### src/rtl/pipeline_hazard_ctrl.sv
// pipeline_hazard_ctrl: pipeline freeze/flush/bubble sequencing and data-memory handshake FSM
//
// Ports:
//   clk, rst              clock (rising edge), asynchronous active-low reset
//   id_src1/id_src2       source registers of the ID-stage instruction
//   id_uses_src1/two_src  qualify which sources the ID instruction actually reads
//   exe_wb_en/exe_dest    EXE-stage writeback enable and destination
//   mem_wb_en/mem_dest    MEM-stage writeback enable and destination
//   branch_taken          EXE resolved a taken branch this cycle
//   mem_r_en/mem_w_en     MEM-stage instruction is a load/store
//   sram_ready            memory completed the current access
//   freeze                hold PC, IF and ID registers
//   flush                 clear IF and ID registers
//   id_bubble             load a NOP into ID->EXE
//   mem_stall             hold EXE->MEM and MEM->WB
//   sram_req              memory access request (registered, high in ACCESS)
//   mem_timeout           sticky access-timeout flag, cleared only by reset
//   stall_cycles          saturating count of cycles with freeze high
module pipeline_hazard_ctrl #(
    parameter int REG_ADDR_LEN = 4,
    parameter int TIMEOUT      = 63,
    parameter int CNT_LEN      = 16
) (
    input  logic                    clk,
    input  logic                    rst,
    input  logic [REG_ADDR_LEN-1:0] id_src1,
    input  logic [REG_ADDR_LEN-1:0] id_src2,
    input  logic                    id_two_src,
    input  logic                    id_uses_src1,
    input  logic                    exe_wb_en,
    input  logic                    mem_wb_en,
    input  logic [REG_ADDR_LEN-1:0] exe_dest,
    input  logic [REG_ADDR_LEN-1:0] mem_dest,
    input  logic                    branch_taken,
    input  logic                    mem_r_en,
    input  logic                    mem_w_en,
    input  logic                    sram_ready,
    output logic                    freeze,
    output logic                    flush,
    output logic                    id_bubble,
    output logic                    mem_stall,
    output logic                    sram_req,
    output logic                    mem_timeout,
    output logic [CNT_LEN-1:0]      stall_cycles
);

    localparam int WAIT_W = $clog2(TIMEOUT + 1);

    typedef enum logic [1:0] {IDLE, ACCESS, DONE} state_e;

    state_e              state_q, state_d;
    logic [WAIT_W-1:0]   wait_q, wait_d;
    logic                timeout_q, timeout_d;
    logic [CNT_LEN-1:0]  stall_q, stall_d;
    logic                mem_req, exe_hit, mem_hit, hz;

    assign mem_req = mem_r_en | mem_w_en;

    // A producer only matters for sources the ID instruction really reads.
    assign exe_hit = exe_wb_en & ((id_uses_src1 & (exe_dest == id_src1)) |
                                  (id_two_src   & (exe_dest == id_src2)));
    assign mem_hit = mem_wb_en & ((id_uses_src1 & (mem_dest == id_src1)) |
                                  (id_two_src   & (mem_dest == id_src2)));
    assign hz      = exe_hit | mem_hit;

    // The ready cycle itself releases the stall so the pipeline advances on that edge.
    assign mem_stall = ((state_q == IDLE) & mem_req) | ((state_q == ACCESS) & ~sram_ready);
    // A taken branch is held in EXE by mem_stall and flushes in the first unstalled cycle.
    assign flush     = branch_taken & ~mem_stall;
    assign freeze    = mem_stall | (hz & ~flush);
    assign id_bubble = hz & ~mem_stall & ~flush;

    assign sram_req     = (state_q == ACCESS);
    assign mem_timeout  = timeout_q;
    assign stall_cycles = stall_q;

    always_comb begin
        state_d   = state_q;
        wait_d    = wait_q;
        timeout_d = timeout_q;
        case (state_q)
            IDLE: begin
                if (mem_req) begin
                    state_d = ACCESS;
                    wait_d  = '0;
                end
            end
            ACCESS: begin
                wait_d = wait_q + 1'b1;
                // wait_q counts completed ACCESS cycles, so this is the TIMEOUT-th one.
                if (sram_ready) begin
                    state_d = DONE;
                end else if (wait_q == WAIT_W'(TIMEOUT - 1)) begin
                    state_d   = DONE;
                    timeout_d = 1'b1;
                end
            end
            DONE:    state_d = IDLE;
            default: state_d = IDLE;
        endcase
        stall_d = (freeze && stall_q != '1) ? stall_q + 1'b1 : stall_q;
    end

    always_ff @(posedge clk or negedge rst) begin
        if (!rst) begin
            state_q   <= IDLE;
            wait_q    <= '0;
            timeout_q <= 1'b0;
            stall_q   <= '0;
        end else begin
            state_q   <= state_d;
            wait_q    <= wait_d;
            timeout_q <= timeout_d;
            stall_q   <= stall_d;
        end
    end

endmodule

### config.mk
export PLATFORM = sky130hd
export DESIGN_NAME = pipeline_hazard_ctrl
export DESIGN_NICKNAME = d
export VERILOG_FILES = /design/src/rtl/pipeline_hazard_ctrl.sv
export SDC_FILE = /design/constraint.sdc
export NUM_CORES = 1
export LEC_CHECK = 0
export ABC_AREA = 1
export BUFFER_PORTS_ARGS = -buffer_cell sky130_fd_sc_hd__buf_2
export CAP_MARGIN = 5
export CORE_ASPECT_RATIO = 0.75
export CORE_UTILIZATION = 56
export DETAILED_ROUTE_END_ITERATION = 10
export MAX_ROUTING_LAYER = met4
export PLACE_DENSITY = 0.88
export SYNTH_ARGS = -nofsm -noshare
export SYNTH_HDL_FRONTEND = slang
export SYNTH_SLANG_ARGS = --single-unit
export TNS_END_PERCENT = 10
### constraint.sdc
create_clock -name clk -period 3.3 [get_ports clk]
set_input_delay 0.495 -clock clk [delete_from_list [all_inputs] [get_ports clk]]
set_output_delay 0.495 -clock clk [all_outputs]
set_load 0.005 [all_outputs]
After elaboration in Yosys (flattened, before gate mapping)
Cells that the tools add are included.
{ "totals": {"mem_bits_rw": 0, "mem_bits_ro": 0, "elab_cells": 48, "latch_bits": 0, "ff_bits": 25, "memories": 0, "output_inout_bits": 22, "inputBits": 26} }
{ "classes": {"n_eq_ne": 9, "add_sub_neg": 2, "mux": 6, "n_lt_le_gt_ge": 0, "n_bitwise": 21, "n_shift": 0, "reduce_logical": 6, "div": 0, "multipliers": 0} }
{ "op_table": {"columns": ["operator", "n"], "rows": [
  ["$add 16x1->16 const B", 1],
  ["$eq 4x4->1", 4],
  ["$ne 16x16->1 const B", 1],
  ["$and 1x1->1", 12],
  ["$pmux 6 s2", 1],
  ["$add 6x1->6 const B", 1],
  ["$eq 6x6->1 const B", 1],
  ["$mux 2", 3],
  ["$mux 6", 1],
  ["$or 1x1->1", 6],
  ["$pmux 2 s2", 1],
  ["$reduce_and 2->1", 2],
  ["$ne 3x2->1 const B", 1],
  ["$not 1->1", 3],
  ["$reduce_and 3->1", 1],
  ["$eq 2x1->1 const B", 1],
  ["$logic_not 2->1", 1],
  ["$ne 2x2->1 const B", 1],
  ["$reduce_bool 2->1", 1],
  ["$logic_and 1x1->1", 1]
]} }

Logic depth before layout (Yosys ltp)
Gate-level depths: netlist (run 1).
{ "depth": {"ltp_word": 9, "depth_mapped": 14, "ltp_nobuf": 13} }

Worst setup path after synthesis (run 1)
OpenSTA, ideal clock, no wires.
{ "synth_path": {"kind": "input to output", "startpoint": "input mem_w_en", "endpoint": "output freeze", "stages": 9, "n_path_buf": 1, "path_slack_ns": 1.448, "arrival_time_ns": 1.357, "path_cell_list": "o21ai_1 nor2_2 inv_2 nand2_2 inv_1 nand2_1 nand2_1 nand2_4 buf_6"} }
{ "synth_between": {"elab_chain_len": 8} }
{ "synth_rtl": {"columns": ["element", "line_no", "rtl"], "rows": [
  ["from (decl)", "36", "input logic mem_w_en,"],
  ["$or 1x1->1 (*)", "57", "assign mem_req = mem_r_en | mem_w_en;"],
  ["$and 1x1->1 (*)", "67", "assign mem_stall = ((state_q == IDLE) & mem_req) | ((state_q == ACCESS) & ~sram_ready);"],
  ["$or 1x1->1 (*)", "67", null],
  ["via mem_stall", "41", "output logic mem_stall,"],
  ["$not 1->1", "69", "assign flush = branch_taken & ~mem_stall;"],
  ["$and 1x1->1", "69", null],
  ["$not 1->1", "70", "assign freeze = mem_stall | (hz & ~flush);"],
  ["$and 1x1->1", "70", null],
  ["$or 1x1->1 (*)", "70", null],
  ["to (decl)", "38", "output logic freeze,"]
]} }
The timed path passes the listed nets; every way through them passes the cells marked *.

Worst setup path after layout (run 1)
{ "layout_path": {"startpoint": "register state_q[1]", "endpoint": "output freeze"} }
{ "layout_between": {"elab_chain_len": 8} }
{ "layout_rtl": {"columns": ["element", "line_no", "rtl"], "rows": [
  ["from (decl)", "51", "state_e state_q, state_d;"],
  ["from (signal assigned)", "111", "state_q <= state_d;"],
  ["$eq 2x1->1 or $logic_not 2->1 (tied branches)", "67", null],
  ["$and 1x1->1", "67", null],
  ["$or 1x1->1 (*)", "67", null],
  ["$not 1->1", "69", null],
  ["$and 1x1->1", "69", null],
  ["$not 1->1", "70", null],
  ["$and 1x1->1", "70", null],
  ["$or 1x1->1 (*)", "70", null]
]} }
Every way passes the cells marked *; elsewhere a longest branch is shown, timed or not.

==> results.yml, run 1 <==
run_status:
  status: "complete, but fails checks"
  violations: "design-rule violations"
timing:
  finalCritPeriodShare_pct: 68.6
  tns_ps: 0
  period_needed_ps: 2260
  setup_ws_ps: 1040
  hold_viol: 0
  setup_viol: 0
  rsz0062_at_grt: "false"
  hold_ws_ps: 191
  max_clock_freq_mhz: 442
  worstMarginPinSlew_ps: 543
  drv_slew: 0
  finalClockSkew_ps: 9.45
  slew_headroom_pct: 63.8
setup_path:
  crit_path_start_kind: "flip-flop"
  worstRegToRegCells: 9
  r2r_end: "stall_cycles[14]$_DFFE_PN0P_"
  worst_ep_required_time_ps: 2800
  cp.buffers_inverters: 4
  crit_family: "simple AND/OR/NAND/NOR gates"
  reg2reg_setup_slack_ps: 1280
  crit_path_cell_trace: "inv_1, nand2_1, nor2_1, inv_1, nand2_2, inv_1, nand2_1, nand2_1, nand2_4, buf_2"
  crit_slowest_cell: "dfrtp_1"
  cp-end-kind: "primary output"
  crit_type: "reg2out"
  arrival_ps: 1770
  rr_startpoint: "stall_cycles[0]$_DFFE_PN0P_"
  cp_max_fo: 19
  critPathMaxStageDelay_ps: 370
grt:
  globalRouteOverflowTotal: 0
  grt_max_degree: 26
  track_usage_pct: 26.6
  antenna_found_initial: 0
  grt_pass1_wl_um: 6510
  grt_pass1_vias: 1511
final_layout:
  fin_cells: 344
  nets: 336
  nFillCells: 259
  diodes: 0
  drive_above_1_share_pct: 19.3
  area_growth_pct: 17.4
  multi_input_area_um2: 952
  seq_area_um2: 626
job:
  cap_violations: 0
placed_design:
  place_hpwl_um: 2890
  dpl_worst_slack_ps: 1210
  portBuffers: 47
  gp_congestion: 0.958
  dp.cells: 340
clock_tree:
  clockBufferDepth: 2
  post_cts.repair.setup_buffers: 0
  clk_pin_slew_ps: 90
  cts_made_buffers: 3
  root_buffer: "clkbuf_8"
  hold_buffers: 0
  clock-sinks: 25
  cts_tree: "done"
  htreeDepth: 1
  post_cts_resized: 0
  clkLatencyLatePin_ps: 270
power_and_ir_drop:
  vdd_drop_max_mv: 0.352
  pwr-share-comb_pct: 41.1
  seqPwrFrac_pct: 41.7
  p_int_uw: 609
  netSwitchingPower_uw: 449
  p_clk_share_pct: 17.3
  leakage_nw: 1.18
  swShare_pct: 42.4
  p_total_mw: 1.06
  power_per_cell_area_nw_per_um2: 521
drt:
  dr_total_vias: 1720
  wirelength_um: 3690
  antenna_left: 0
  post_drt_wl_per_cell_um: 10.7
  via_per_inst: 5.00
  drtIter0Drc: 94
  drc: 2
  firstDrtPassIters: 7
floorplanning:
  core_region_area_um2: 2940
  die_y_um: 50.1
  start_util_pct: 58.9
  num_io_pins: 48
  chipWidth_um: 66.2
  rows: 17
  die_area_um2: 3320
worst_hold_path:
  min_path_type: "in2async"
synth:
  avgSynthCellArea_um2: 6.70
  ys.warnings.count: 0
  ys_ff_latch: 25
  ys_types: 23
  netlist_area_um2: 1730
  synth_nets: 287
  postSynthCellCount: 258
  ys_seq_area_share_pct: 36.2
[worst max path at each step]
stage,start,endpoint,slack (ps),cells past startpoint
after floorplan,mem_w_en,freeze,1450,9
after global placement,mem_w_en,freeze,1250,10
after detailed placement,mem_w_en,freeze,1210,10
after CTS,state_q[1]$_DFFE_PN0P_,freeze,1030,10
after global routing,state_q[1]$_DFFE_PN0P_,freeze,890,10
final,state_q[1]$_DFFE_PN0P_,freeze,1040,10
[cells in the mapped netlist (all sizes together)]
cell type	instances	area, um^2
a21o	1	7.51
a21oi	1	5.00
and3	1	6.26
buf	3	27.5
dfrtp	25	626
ha	3	37.5
inv	33	124
nand2	93	367
nand3	30	150
nand4	2	12.5
nor2	34	133
nor3	6	35.0
nor4	1	6.26
o21ai	7	35.0
xnor2	9	78.8
xor2	9	78.8
[logic make-up (layout without fill, tap and decap cells)]
kind of cell | Yosys count | in the layout | share of synthesized area [%]
xor+xnor | 18 | 18 | 9.12
simple gates | 167 | 167 | 41.0
flops | 25 | 25 | 36.2
buf+inv | 36 | 84 | 8.76
fa+ha+maj | 3 | 3 | 2.17
compound gates | 9 | 9 | 2.75
[flip-flops by register name (all words and copies together) (netlist names)]
| signal | cells |
|---|---|
| stall_cycles | 16 |
| state_q | 2 |
| mem_timeout | 1 |
| wait_q | 6 |
[final cells by class]
class | instances | share of cell area (%)
clock buffers | 3 | 2.03
clock inverters | 1 | 0.246
inverters | 33 | 6.10
multi-input cells | 197 | 46.9
flip-flops and latches | 25 | 30.8
well taps | 38 | 2.34
repair buffers | 47 | 11.6
[cells in the final DEF (no fill, tap or decap), types with 2 or more instances in the layout]
master / Yosys / layout
buf_2: 1 / 47
clkbuf_8: 0 / 3
dfrtp_1: 25 / 25
ha_1: 3 / 3
inv_1: 31 / 31
inv_2: 2 / 2
nand2_1: 90 / 90
nand2_4: 2 / 2
nand3_1: 30 / 30
nand4_1: 2 / 2
nor2_1: 32 / 32
nor2_2: 2 / 2
nor3_1: 5 / 5
o21ai_0: 6 / 6
xnor2_1: 9 / 9
xor2_1: 9 / 9
[power groups by stage]
stage	Combinational (mW)	Clock [mW]	Sequential, mW
2_1_floorplan	0.316	0	0.433
6_report	0.434	0.183	0.441
5_1_grt	0.495	0.206	0.452
4_1_cts	0.436	0.188	0.440
3_5_place_dp	0.433	0	0.446
3_3_place_gp	0.414	0	0.440
[per-stage QoR]
stage / instance area [um^2] / utilization, %
2_1_floorplan: 1730 / -
3_3_place_gp: 1980 / 67.6
3_5_place_dp: 1980 / 67.6
4_1_cts: 2030 / 69.2
5_1_grt: 2030 / 69.2
6_report: 2030 / 69.2
[layer usage]
layer	vias up	wire length [um]	track usage (%)
met2	45	1690	40.8
met3	2	184	5.56
met1	779	1800	36.2
met4	0	8	5.32
li1	894	-	-
met5	-	0	-
Note: power is estimated with default switching activity, not from simulation.
==> inputs of run 2 (changes only) <==
--- a/config.mk
+++ b/config.mk
@@ -9,10 +9,10 @@
 export BUFFER_PORTS_ARGS = -buffer_cell sky130_fd_sc_hd__buf_2
 export CAP_MARGIN = 5
 export CORE_ASPECT_RATIO = 0.75
-export CORE_UTILIZATION = 56
+export CORE_UTILIZATION = 52
 export DETAILED_ROUTE_END_ITERATION = 10
 export MAX_ROUTING_LAYER = met4
-export PLACE_DENSITY = 0.88
+export PLACE_DENSITY = 0.82
 export SYNTH_ARGS = -nofsm -noshare
 export SYNTH_HDL_FRONTEND = slang
 export SYNTH_SLANG_ARGS = --single-unit
==> constraint.sdc (replaced) <==
create_clock -name clk -period 2.2 [get_ports clk]
set_input_delay 0.33 -clock clk [delete_from_list [all_inputs] [get_ports clk]]
set_output_delay 0.33 -clock clk [all_outputs]
set_load 0.005 [all_outputs]
==> run 2 against run 1 <==
Against the previous run:
- the run now ends clean
- non-clock buffer count grew 5
- sequential power grew 51%
- critical endpoint unchanged
- cell area grew 2.1%
- via count grew 1.5%
- clock skew shrank 2.2 ps
- largest cell class unchanged
- setup slack lost 890 ps
- critical path depth is the same
- power grew 57%
- sequential share of layout area shrank 0.63 points
==> results.yml, run 2 (synthesized netlist as in run 1, its figures left out) <==
run_status:
  status: "finished, final reports clean"
final_layout:
  postLayoutCellArea_um2: 2070
  diodes: 0
  fin_cells: 349
  final_cell_mix: "nand2_1 (90), buf_2 (47), inv_1 (31), nor2_1 (31), nand3_1 (30)"
  nets: 341
  fin_util_pct: 68.2
  area_growth_pct: 19.9
  final_common_cell: "nand2_1"
  nFillCells: 286
  largest_reg_flops: 16
  drive_above_1_share_pct: 20.9
timing:
  max_clock_freq_mhz: 487
  finalClockSkew_ps: 7.28
  tns_ps: 0
  finalCritPeriodShare_pct: 93.4
  slew_headroom_pct: 63.9
  worstMarginPinSlew_ps: 541
  hold_viol: 0
  hold_ws_ps: 24.7
  setup_ws_ps: 145
  rsz0062_at_grt: "false"
  setup_viol: 0
  period_needed_ps: 2060
  drv_slew: 0
job:
  cap_violations: 0
clock_tree:
  htreeDepth: 1
  clock-sinks: 25
  clockBufferDepth: 2
  hold_buffers: 0
  clk_pin_slew_ps: 90
  cts_tree: "done"
  clkLatencyLatePin_ps: 270
  cts_made_buffers: 3
  root_buffer: "clkbuf_8"
power_and_ir_drop:
  vdd_drop_max_mv: 0.391
  p_total_mw: 1.66
  leakage_nw: 1.20
  power_per_cell_area_nw_per_um2: 801
floorplanning:
  num_io_pins: 48
  rows: 17
  core_region_area_um2: 3040
  chipWidth_um: 68.6
  die_y_um: 51.9
  start_util_pct: 56.8
  die_area_um2: 3560
setup_path:
  crit_path_start_kind: "flip-flop"
  crit_type: "reg2out"
  crit_path_cell_trace: "inv_1, nand2_1, nor2_2, inv_1, nand2_2, inv_1, nand2_1, nand2_1, nand2_4, buf_2"
  cp-end-kind: "primary output"
  arrival_ps: 1730
  crit_start: "state_q[1]$_DFFE_PN0P_"
  rr_startpoint: "state_q[1]$_DFFE_PN0P_"
  worst_ep_required_time_ps: 1870
  crit_slowest_cell: "dfrtp_1"
  cp_max_fo: 12
  critPathMaxStageDelay_ps: 390
grt:
  antenna_found_initial: 0
  grt_pass1_vias: 1475
  track_usage_pct: 25.1
  grt_pass1_wl_um: 6420
  grt_max_degree: 26
  globalRouteOverflowTotal: 0
drt:
  wl_met2_um: 1750
  wirelength_um: 3960
  drc: 0
  dr_total_vias: 1746
  firstDrtPassIters: 4
  met1_length_um: 1940
  met3_wirelength_um: 231
  highest_layer: "met4"
  drtIter0Drc: 142
  post_drt_wl_per_cell_um: 11.3
  via_per_inst: 5.00
  antenna_left: 0
placed_design:
  portBuffers: 47
  place_hpwl_um: 3040
  gp_congestion: 0.966
  dpl_worst_slack_ps: 361
  place_area_um2: 1990
  dp.cells: 341
worst_hold_path:
  min_path_type: "in2async"
run 2: changes by cell type in the layout (fill, tap and decap cells not counted), sizes merged:
cell and delta:
clkinv -1, clkinvlp +1, buf +5
run 2: worst paths after layout:
kind	slack, ps	to	depth (start not counted)
setup / recovery	140	freeze	10
hold reg to reg	470	mem_timeout$_DFFE_PN0P_	1
min in group clk	390	mem_timeout$_DFFE_PN0P_	3
hold / removal	20	wait_q[4]$_DFFE_PN0P_	1
setup reg to reg	320	stall_cycles[11]$_DFFE_PN0P_	13
max in group asynchronous	1810	stall_cycles[14]$_DFFE_PN0P_	1
run 2: routing by layer:
metal / vias up / global-route usage (%)
met5: - / -
met4: 0 / 5.21
met3: 4 / 5.48
met2: 53 / 37.7
met1: 786 / 34.6
li1: 903 / -
run 2: layout make-up:
| cell class | instances | area [um^2] | share of cell area (%) |
|---|---|---|---|
| Inverter | 33 | 124 | 5.97 |
| Timing Repair Buffer | 52 | 273 | 13.2 |
| Tap cell | 38 | 47.5 | 2.29 |
| Multi-Input combinational cell | 197 | 955 | 46.0 |
| Clock buffer | 3 | 41.3 | 1.99 |
| Sequential cell | 25 | 626 | 30.2 |
| Clock inverter | 1 | 7.51 | 0.362 |
run 2: power breakdown:
group / internal, mW / leakage [nW] / total (mW) / switching, mW
clock: 0.129 / 0.0217 / 0.280 / 0.152
sequential: 0.551 / 0.337 / 0.664 / 0.113
combinational: 0.282 / 0.846 / 0.716 / 0.434
total: 0.961 / 1.20 / 1.66 / 0.698
run 2: what timing repair did:
action	in CTS	in global routing
resized for setup	0	1
endpoints found under the setup margin	0	1
setup buffers	0	4
run 2: critical path: cells and delay by family, from the launching register on:
family                 cells  cell delay [ps]
and+or+nand+nor            6              680
DFF                        1              390
buffers and inverters      4              370
==> inputs of run 3 (changes only) <==
--- a/config.mk
+++ b/config.mk
@@ -9,10 +9,11 @@
 export BUFFER_PORTS_ARGS = -buffer_cell sky130_fd_sc_hd__buf_2
 export CAP_MARGIN = 5
 export CORE_ASPECT_RATIO = 0.75
-export CORE_UTILIZATION = 52
+export CORE_UTILIZATION = 56
 export DETAILED_ROUTE_END_ITERATION = 10
 export MAX_ROUTING_LAYER = met4
-export PLACE_DENSITY = 0.82
+export PLACE_DENSITY = 0.88
+export RECOVER_POWER = 25
 export SYNTH_ARGS = -nofsm -noshare
 export SYNTH_HDL_FRONTEND = slang
 export SYNTH_SLANG_ARGS = --single-unit
==> constraint.sdc (replaced) <==
create_clock -name clk -period 2.6 [get_ports clk]
set_input_delay 0.39 -clock clk [delete_from_list [all_inputs] [get_ports clk]]
set_output_delay 0.39 -clock clk [all_outputs]
set_load 0.005 [all_outputs]
==> run 3 against run 2 <==
Against the previous run:
- the run now ends with design-rule violations left
- critical endpoint unchanged
- final cell count down 1.4%
- count of clock-buffer cells in the layout unchanged
- power down 19%
- via count down 0.97%
==> results.yml, run 3 (synthesized netlist as in run 1, its figures left out) <==
run_status:
  status: "complete, but fails checks"
  violations: "design-rule violations"
setup_path:
  worstRegToRegCells: 9
  crit_path_start_kind: "flip-flop"
  r2r_end: "stall_cycles[2]$_DFFE_PN0P_"
  worst_ep_required_time_ps: 2210
  reg2reg_setup_slack_ps: 730
  crit_type: "reg2out"
  cp-end-kind: "primary output"
  rr_startpoint: "stall_cycles[1]$_DFFE_PN0P_"
  cp_max_fo: 19
  arrival_ps: 1760
final_layout:
  fin_cells: 344
  fin_util_pct: 69.2
  nFillCells: 246
  largest_reg_flops: 16
  area_growth_pct: 17.5
  diodes: 0
  drive_above_1_share_pct: 19.0
  nets: 336
  final_cell_mix: "nand2_1 (90), buf_2 (46), nor2_1 (32)"
  final_common_cell: "nand2_1"
drt:
  via_per_inst: 5.03
  drtIter0Drc: 117
  drc: 2
  highest_layer: "met4"
  post_drt_wl_per_cell_um: 11.3
  wirelength_um: 3890
  firstDrtPassIters: 8
  antenna_left: 0
  dr_total_vias: 1729
  met1_length_um: 1850
  wl_met2_um: 1780
  met3_wirelength_um: 234
timing:
  period_needed_ps: 2150
  max_clock_freq_mhz: 466
  finalClockSkew_ps: 8.24
  slew_headroom_pct: 12.9
  tns_ps: 0
  worstMarginPinSlew_ps: 1310
  setup_viol: 0
  setup_ws_ps: 452
  rsz0062_at_grt: "false"
  hold_viol: 0
  finalCritPeriodShare_pct: 82.6
  drv_slew: 0
power_and_ir_drop:
  leakage_nw: 1.18
  vdd_drop_max_mv: 0.415
  power_per_cell_area_nw_per_um2: 665
placed_design:
  place_hpwl_um: 3020
  dp.cells: 340
  gp_congestion: 0.906
  dpl_worst_slack_ps: 687
  portBuffers: 47
clock_tree:
  hold_buffers: 0
  htreeDepth: 1
  post_cts_resized: 0
  post_cts.repair.setup_buffers: 0
  clkLatencyLatePin_ps: 270
  cts_made_buffers: 3
  clk_pin_slew_ps: 90
  root_buffer: "clkbuf_8"
  cts_tree: "done"
  clock-sinks: 25
  clockBufferDepth: 2
grt:
  globalRouteOverflowTotal: 0
  grt_max_degree: 26
  antenna_found_initial: 0
  grt_pass1_vias: 1586
  grt_pass1_wl_um: 6830
  track_usage_pct: 27.6
job:
  cap_violations: 0
floorplanning:
  rows: 17
  die_area_um2: 3320
  start_util_pct: 58.9
  chipWidth_um: 66.2
  core_region_area_um2: 2940
  die_y_um: 50.1
  num_io_pins: 48
worst_hold_path:
  min_path_type: "in2async"
run 3: final cells by class:
class                           count  area (um^2)  area share, %
Clock buffer                        3         41.3           2.03
Sequential cell                    25          626           30.8
Tap cell                           38         47.5           2.34
Inverter                           33          124           6.10
Timing Repair Buffer               47          234           11.5
Multi-Input combinational cell    197          952           46.9
Clock inverter                      1         7.51          0.369
run 3: routing by layer:
| metal | GRT usage [%] | vias up |
|---|---|---|
| li1 | - | 896 |
| met1 | 37.1 | 762 |
| met2 | 42.2 | 69 |
| met3 | 6.48 | 2 |
| met4 | 6.38 | 0 |
| met5 | - | - |
run 3: metrics by stage:
stage          area (um^2)  power, mW  hold WS (ps)
6_report              2030       1.35           381
5_1_grt               2030       1.47           437
4_1_cts               2030       1.36           108
3_5_place_dp          1980       1.12           411
3_3_place_gp          1980       1.09           406
2_1_floorplan         1730      0.950          94.4
run 3: worst max path at each step:
stage                                      startpoint                     endpoint  slack, ps  cells after the start
after global placement                       mem_w_en                       freeze        770                     10
after detailed placement                     mem_w_en                       freeze        690                     10
after CTS                      state_q[1]$_DFFE_PN0P_                       freeze        470                     10
after global routing           state_q[1]$_DFFE_PN0P_                       freeze        250                     10
after floorplan           stall_cycles[0]$_DFFE_PN0P_  stall_cycles[6]$_DFFE_PN0P_        940                      9
final                          state_q[1]$_DFFE_PN0P_                       freeze        450                     10
run 3: worst max-delay path, cell delays in order (launching register included):
cell	delay [ps]
dfrtp_1	360
inv_1	60
nand2_1	120
nor2_1	140
inv_1	90
nand2_2	90
inv_1	80
nand2_1	90
nand2_1	110
nand2_4	200
buf_2	150
run 3: power by group:
group / internal (mW) / leakage (nW) / switching, mW
clock network: 0.109 / 0.0217 / 0.129
registers: 0.466 / 0.337 / 0.0906
logic: 0.197 / 0.819 / 0.360
